--- config.mk ---
export PLATFORM = sky130hd
export DESIGN_NAME = kws_act_unit
export DESIGN_NICKNAME = d
export VERILOG_FILES = /design/src/rtl/kws_act_unit.sv
export SDC_FILE = /design/constraint.sdc
export NUM_CORES = 1
export LEC_CHECK = 0
export BUFFER_PORTS_ARGS = -buffer_cell sky130_fd_sc_hd__buf_2
export CORE_MARGIN = 2
export CORE_UTILIZATION = 40
export DETAILED_ROUTE_END_ITERATION = 6
export PLACE_DENSITY = 0.64
export SYNTH_ARGS = -nofsm -noshare
export SYNTH_HDL_FRONTEND = slang
export SYNTH_SLANG_ARGS = --single-unit
--- constraint.sdc ---
create_clock -name clk -period 6.1 [get_ports clk]
set_clock_uncertainty 0.15 [all_clocks]
set_input_delay 1.22 -clock clk [delete_from_list [all_inputs] [get_ports clk]]
set_output_delay 1.22 -clock clk [all_outputs]
set_load 0.02 [all_outputs]
--- src/rtl/kws_act_unit.sv ---
// kws_act_unit
// Multi-lane activation engine behind a Wishbone slave register window.
// Words written to DIN go through an input FIFO and a one-stage per-lane
// activation (bypass / ReLU / leaky ReLU / clipped ReLU). Results land in an
// output FIFO that is read through DOUT. Each 32-bit word holds 32/ELEM_W
// signed lanes.
//
// Build option: define KWS_ACT_PERF_EN to build the PERF counter (lanes
// forced to zero plus lanes clamped to CLIP). Without it PERF reads 0.
//
// Ports:
//   clk          single clock
//   rst_n        asynchronous active-low reset
//   wbs_stb_i    Wishbone strobe
//   wbs_cyc_i    Wishbone cycle
//   wbs_we_i     write enable
//   wbs_sel_i    byte selects (ignored, full-word access only)
//   wbs_dat_i    write data
//   wbs_adr_i    byte address
//   wbs_ack_o    one-cycle acknowledge pulse
//   wbs_dat_o    read data, valid while wbs_ack_o is high
//   irq_o        level irq: output FIFO non-empty or a sticky error set
module kws_act_unit #(
  parameter int unsigned ELEM_W     = 16,
  parameter int unsigned FIFO_DEPTH = 8,
  parameter logic [31:0] BASE_ADDR  = 32'h3000_0000
) (
  input  logic        clk,
  input  logic        rst_n,
  input  logic        wbs_stb_i,
  input  logic        wbs_cyc_i,
  input  logic        wbs_we_i,
  input  logic [3:0]  wbs_sel_i,
  input  logic [31:0] wbs_dat_i,
  input  logic [31:0] wbs_adr_i,
  output logic        wbs_ack_o,
  output logic [31:0] wbs_dat_o,
  output logic        irq_o
);

  localparam int unsigned LANES = 32 / ELEM_W;
  localparam int unsigned AW    = $clog2(FIFO_DEPTH);
  localparam int unsigned CW    = AW + 1;

  // ---------------- bus decode ----------------
  logic       hit, acc;
  logic [2:0] reg_idx;
  logic       wr_ctrl, din_push, dout_req, wr_status, wr_clip, wr_perf, flush;

  assign hit       = wbs_stb_i & wbs_cyc_i & (wbs_adr_i[31:5] == BASE_ADDR[31:5]);
  // acc marks the edge that raises ack; all side effects are applied there once
  assign acc       = hit & ~wbs_ack_o;
  assign reg_idx   = wbs_adr_i[4:2];
  assign wr_ctrl   = acc &  wbs_we_i & (reg_idx == 3'd0);
  assign din_push  = acc &  wbs_we_i & (reg_idx == 3'd1);
  assign dout_req  = acc & ~wbs_we_i & (reg_idx == 3'd2);
  assign wr_status = acc &  wbs_we_i & (reg_idx == 3'd3);
  assign wr_clip   = acc &  wbs_we_i & (reg_idx == 3'd4);
  assign wr_perf   = acc &  wbs_we_i & (reg_idx == 3'd5);
  assign flush     = wr_ctrl & wbs_dat_i[31];

  // ---------------- state ----------------
  logic [7:0]               ctrl_q;
  logic signed [ELEM_W-1:0] clip_q;
  logic                     ovf_q, unf_q;

  logic [31:0]   in_mem  [FIFO_DEPTH];
  logic [31:0]   out_mem [FIFO_DEPTH];
  logic [AW-1:0] in_wp, in_rp, out_wp, out_rp;
  logic [CW-1:0] in_cnt, out_cnt;

  logic          inflight;
  logic [31:0]   infl_word;

  // ---------------- engine control ----------------
  logic        in_full, out_empty, fire, push_ok, out_pop;
  logic [CW:0] out_occ;

  assign in_full   = (in_cnt == CW'(FIFO_DEPTH));
  assign out_empty = (out_cnt == '0);
  // the inflight word already owns an output slot
  assign out_occ   = {1'b0, out_cnt} + {{CW{1'b0}}, inflight};
  assign fire      = (in_cnt != '0) && (out_occ < (CW+1)'(FIFO_DEPTH));
  // a pop in the same cycle frees the slot, so a push on a full FIFO is kept
  assign push_ok   = din_push & (~in_full | fire);
  assign out_pop   = dout_req & ~out_empty;

  // ---------------- per-lane activation ----------------
  logic [31:0]              in_head;
  logic signed [ELEM_W-1:0] lane_x, lane_r;
  logic                     lane_zero, lane_clamp;
  logic [31:0]              act_word;
  logic [2:0]               act_hits;

  assign in_head = in_mem[in_rp];

  always_comb begin
    act_word   = '0;
    act_hits   = '0;
    lane_x     = '0;
    lane_r     = '0;
    lane_zero  = 1'b0;
    lane_clamp = 1'b0;
    for (int i = 0; i < LANES; i++) begin
      lane_x = in_head[i*ELEM_W +: ELEM_W];
      case (ctrl_q[3:0])
        4'h5: lane_r = lane_x[ELEM_W-1] ? '0 : lane_x;
        4'h6: lane_r = lane_x[ELEM_W-1] ? (lane_x >>> ctrl_q[7:4]) : lane_x;
        4'h7: begin
          // a negative ceiling clamps everything to zero
          if (lane_x[ELEM_W-1] || clip_q[ELEM_W-1]) lane_r = '0;
          else if (lane_x > clip_q)                 lane_r = clip_q;
          else                                      lane_r = lane_x;
        end
        default: lane_r = lane_x;
      endcase
      lane_zero  = (lane_r == '0) && (lane_x != '0);
      lane_clamp = (ctrl_q[3:0] == 4'h7) && !lane_zero && !clip_q[ELEM_W-1] &&
                   (lane_x > clip_q);
      act_hits   = act_hits + {2'b00, lane_zero | lane_clamp};
      act_word[i*ELEM_W +: ELEM_W] = lane_r;
    end
  end

  // ---------------- FIFO storage ----------------
  always_ff @(posedge clk) begin
    if (push_ok)  in_mem[in_wp]   <= wbs_dat_i;
    if (inflight) out_mem[out_wp] <= infl_word;
  end

  always_ff @(posedge clk or negedge rst_n) begin
    if (!rst_n) begin
      in_wp  <= '0;
      in_rp  <= '0;
      in_cnt <= '0;
    end else if (flush) begin
      in_wp  <= '0;
      in_rp  <= '0;
      in_cnt <= '0;
    end else begin
      if (push_ok) in_wp <= in_wp + 1'b1;
      if (fire)    in_rp <= in_rp + 1'b1;
      case ({push_ok, fire})
        2'b10:   in_cnt <= in_cnt + 1'b1;
        2'b01:   in_cnt <= in_cnt - 1'b1;
        default: in_cnt <= in_cnt;
      endcase
    end
  end

  always_ff @(posedge clk or negedge rst_n) begin
    if (!rst_n) begin
      inflight  <= 1'b0;
      infl_word <= '0;
    end else if (flush) begin
      inflight  <= 1'b0;
    end else begin
      inflight <= fire;
      if (fire) infl_word <= act_word;
    end
  end

  always_ff @(posedge clk or negedge rst_n) begin
    if (!rst_n) begin
      out_wp  <= '0;
      out_rp  <= '0;
      out_cnt <= '0;
    end else if (flush) begin
      out_wp  <= '0;
      out_rp  <= '0;
      out_cnt <= '0;
    end else begin
      if (inflight) out_wp <= out_wp + 1'b1;
      if (out_pop)  out_rp <= out_rp + 1'b1;
      case ({inflight, out_pop})
        2'b10:   out_cnt <= out_cnt + 1'b1;
        2'b01:   out_cnt <= out_cnt - 1'b1;
        default: out_cnt <= out_cnt;
      endcase
    end
  end

  // ---------------- configuration / sticky errors ----------------
  always_ff @(posedge clk or negedge rst_n) begin
    if (!rst_n) begin
      ctrl_q <= '0;
      clip_q <= {1'b0, {(ELEM_W-1){1'b1}}};
      ovf_q  <= 1'b0;
      unf_q  <= 1'b0;
    end else begin
      if (wr_ctrl) ctrl_q <= wbs_dat_i[7:0];
      if (wr_clip) clip_q <= wbs_dat_i[ELEM_W-1:0];
      // a new event wins over a same-cycle clear
      ovf_q <= (din_push & in_full & ~fire) | (ovf_q & ~(wr_status & wbs_dat_i[24]));
      unf_q <= (dout_req & out_empty)       | (unf_q & ~(wr_status & wbs_dat_i[25]));
    end
  end

  // ---------------- performance counter ----------------
  logic [31:0] perf_rd;
`ifdef KWS_ACT_PERF_EN
  logic [31:0] perf_q;
  logic [32:0] perf_sum;

  assign perf_sum = {1'b0, perf_q} + {30'd0, act_hits};
  assign perf_rd  = perf_q;

  always_ff @(posedge clk or negedge rst_n) begin
    if (!rst_n)              perf_q <= '0;
    else if (wr_perf)        perf_q <= '0;
    else if (fire && !flush) perf_q <= perf_sum[32] ? '1 : perf_sum[31:0];
  end
`else
  logic unused_perf;
  assign unused_perf = ^{act_hits, wr_perf};
  assign perf_rd     = '0;
`endif

  // ---------------- read mux / bus outputs ----------------
  logic [31:0] status_w, rdata;

  always_comb begin
    status_w            = '0;
    status_w[CW-1:0]    = in_cnt;
    status_w[8 +: CW]   = out_cnt;
    status_w[16]        = in_full;
    status_w[17]        = out_empty;
    status_w[24]        = ovf_q;
    status_w[25]        = unf_q;
  end

  always_comb begin
    rdata = '0;
    case (reg_idx)
      3'd0: rdata[7:0] = ctrl_q;
      3'd2: rdata = out_empty ? '0 : out_mem[out_rp];
      3'd3: rdata = status_w;
      3'd4: rdata[ELEM_W-1:0] = clip_q;
      3'd5: rdata = perf_rd;
      default: rdata = '0;
    endcase
  end

  always_ff @(posedge clk or negedge rst_n) begin
    if (!rst_n) begin
      wbs_ack_o <= 1'b0;
      wbs_dat_o <= '0;
    end else begin
      wbs_ack_o <= acc;
      wbs_dat_o <= (acc && !wbs_we_i) ? rdata : '0;
    end
  end

  assign irq_o = ~out_empty | ovf_q | unf_q;

  logic unused_bus;
  assign unused_bus = ^{wbs_sel_i, wbs_adr_i[1:0]};

endmodule

==> impl_metrics.yaml <==
outcome:
  status: "completed"
setup_path:
  slowest_stage: "nor2b_1"
  r2r_end: "infl_word[25]"
  end_kind: "flop"
  path_cells: "nor2b_1, buf_4, a22oi_2, o21ai_4, ha_1, nand4b_4, or4_4, a21oi_2, nor4_1, o311a_1, a221oi_4, nor2_1, o32a_1"
  worst-path-buf-inv: 1
  path_delay_family: "simple AND/OR/NAND/NOR gates"
  regToRegSetupSlack_ns: 0.95
  reg2reg_from: "in_rp[2]"
  reg2reg_depth: 13
  slowest_delay_ns: 0.92
  cp-start-kind: "flop"
  cp.arrival_ns: 5.48
  worstPathRequired_ns: 6.43
  worstSetupPathType: "reg2reg"
  cp_max_fo: 13
synth:
  synth_top_cell_area_share_pct: 57.56
  ys_top_cells_by_area: "edfxtp_1, mux4_2, dfrtp_1, mux2i_1, ha_1"
  yosysTopAreaCell: "edfxtp_1"
  ys_ff_latch: 624
  ys_seq_area_share_pct: 68.12
  synthesis.area_sq_um: 26710
  async_reset_ff_share_pct: 17.95
  yosysUniqueCellTypes: 86
  syn_inst: 1611
  synth-edff-count: 512
  ys_warn_count: 0
  synth_common_cells: "edfxtp_1, nor2_1, mux4_2"
  synth_ff_type: "edfxtp_1"
  synth.most_common_cell: "edfxtp_1"
  synth_nets: 1728
  avgSynthCellArea_sq_um: 16.58
sta:
  fmax_mhz: 194.0
  min_period_ns: 5.155
  timing.final.max_slew_violations: 0
  final-setup-viol-count: 0
  setup_tns_ns: 0
  hold_viol: 0
  fin_hold_ws_ns: 0.4279
  worst_pin_slew_ns: 1.165
  rsz0062_at_grt: "false"
  max_slew_margin_pct: 22.35
  period_share_pct: 84.51
  fin_ws_ns: 0.9451
finish:
  syn_to_final_growth_pct: 13.94
  final_core_util_pct: 46.13
  drive_above_1_share_pct: 25.07
  final_area_sq_um: 30440
  final-instance-count-excl-fill: 2660
  nNetsFinal: 1857
  nFillCells: 5644
floorplan:
  dieArea_sq_um: 68870
  core_sq_um: 65980
  placementRows: 94
  die_w_microns: 262.4
  die_h_microns: 262.4
  num_io_pins: 107
  start_util_pct: 40.49
routing:
  wl_microns: 64600
  drc: 0
  final_antenna_net_count: 0
  firstDrtPassIters: 5
  drt-wirelength-per-cell_microns: 24.29
  num_vias: 15060
  vias_per_cell: 5.662
  initialDrtViolationCount: 1383
hold_path:
  hp-class: "reg2reg"
  holdPathEnd: "infl_word[6]"
  hold_depth: 2
  worstHoldStart: "clip_q[6]"
clocking:
  cts_max_level: 3
  cts.sinks: 624
  path_clk_slew_ns: 0.06
  cts_root_buf: "clkbuf_16"
  cts_buffer_depth: 3
  clk_latency_ns: 0.61
  post_cts_resized: 0
  ctsHoldBuffers: 0
  cts_tree: "built"
  cts_buffers: 67
  cts_setup_buffers: 0
global_route:
  grt_max_degree: 50
  grt_antenna_before_repair: 2
  grt-busiest-layer: "met2"
  use_met3_pct: 3.317
  use_met2_pct: 30.99
  grt_pass1_vias: 15570
  grtUsageMet1_pct: 25.58
  grt.total_usage_pct: 18.86
  grt_pass1_wl_microns: 98260
  gr-total-overflow: 0
place:
  dp_slack_ns: 1.005
  dp.final_hpwl_microns: 42250
  dp.cells: 2535
  port_buffers: 100
  gp_congestion: 0.9434
  place_area_sq_um: 28340
pwr:
  p_total_mw: 11.83
  clkPwrFrac_pct: 32.6
  p_seq_share_pct: 43.9
  cellLeakagePower_nw: 10.29
  vdd_drop_max_uv: 266.5
  powerDensity_nw_per_um2: 388.6
  combPwrFrac_pct: 23.5
  p_sw_mw: 3.565
  power_switching_share_pct: 30.15
  internal_power_mw: 8.261
job:
  maxCapViolations: 0
## layout by cell type, fill, tap and decap left out, types with 6 or more instances in the layout
master,n
clkinvlp_4,6
nor2_4,12
and2_1,13
xor2_1,6
mux2i_1,90
clkbuf_1,23
a31oi_1,7
clkinv_2,9
nor4_1,7
buf_2,99
o21a_1,6
nand2_1,78
buf_4,45
o221ai_1,9
a21oi_1,78
nor2b_1,9
mux2_2,25
a221oi_2,9
mux4_2,114
o211ai_1,6
o22ai_1,11
a221oi_1,25
nor2_1,105
o22a_1,7
a22oi_1,9
o21ai_0,47
ha_1,42
nand2b_1,14
nand3_1,8
dfrtp_1,91
xnor2_1,7
dfstp_2,15
inv_1,38
nor3_1,15
clkbuf_16,68
edfxtp_1,512
## how the worst max path moves through the flow
| stage | to | startpoint | cells past startpoint |
|---|---|---|---|
| detailed placement | infl_word[25] | in_rp[2] | 13 |
| global placement | infl_word[11] | in_rp[2] | 12 |
| finish | infl_word[25] | in_rp[2] | 13 |
| CTS | infl_word[25] | in_rp[2] | 13 |
| global route | infl_word[12] | in_rp[2] | 12 |
| floorplan | in_mem[0][0] | wbs_adr_i[4] | 6 |
## cell type report
class | instances | area, sq um | share of cell area, %
repair buffers | 147 | 893.4 | 2.935
diodes | 1 | 2.502 | 0.008221
multi-input cells | 861 | 8013 | 26.32
well taps | 864 | 1081 | 3.552
flip-flops and latches | 624 | 18210 | 59.82
inverters | 39 | 146.4 | 0.4809
clock buffers | 96 | 1857 | 6.100
clock inverters | 28 | 236.5 | 0.7769
## cell families after synthesis
| group | after synthesis | synth area share, % |
|---|---|---|
| XOR/XNOR | 13 | 0.4262 |
| buffers and inverters | 126 | 2.300 |
| flip-flops | 624 | 68.12 |
| adder cells (fa/ha/maj) | 44 | 2.117 |
| AO/OA/AOI/OAI | 277 | 7.307 |
| AND/OR/NAND/NOR | 290 | 5.049 |
| multiplexers | 237 | 14.68 |
## per-layer routing
layer	vias up	wire length (microns)	share of wire (%)
met5	-	9	0.014
met1	7791	27870	43
li1	6681	-	-
met4	2	1687	2.6
met2	475	31540	49
met3	112	3492	5.4
## sequential cells by signal, summed over array words and instances, names as in the netlist
register and flops:
out_cnt 4, in_mem 256, out_mem 256, in_wp 3, wbs_dat_o 32, clip_q 16, unf_q 1, out_rp 3
infl_word 32, inflight 1, in_rp 3, wbs_ack_o 1, ctrl_q 8, ovf_q 1, out_wp 3, in_cnt 4
## worst min-delay path, delay by kind of cell, from the launching register on
kind	cells	cell delay, ns
AOI/OAI and AO/OA	1	0.07
DFF	1	0.40
and+or+nand+nor	1	0.07
## power by group through the flow
stage               Sequential (mW)  Clock (mW)  Combinational, mW
CTS                            5.20        3.95               2.76
floorplan                      5.15           0               1.95
detailed placement             5.28           0               2.74
global route                   5.23        4.11               3.00
global placement               5.25           0               2.70
finish                         5.19        3.86               2.77
Power figures use the tool's default switching activity.
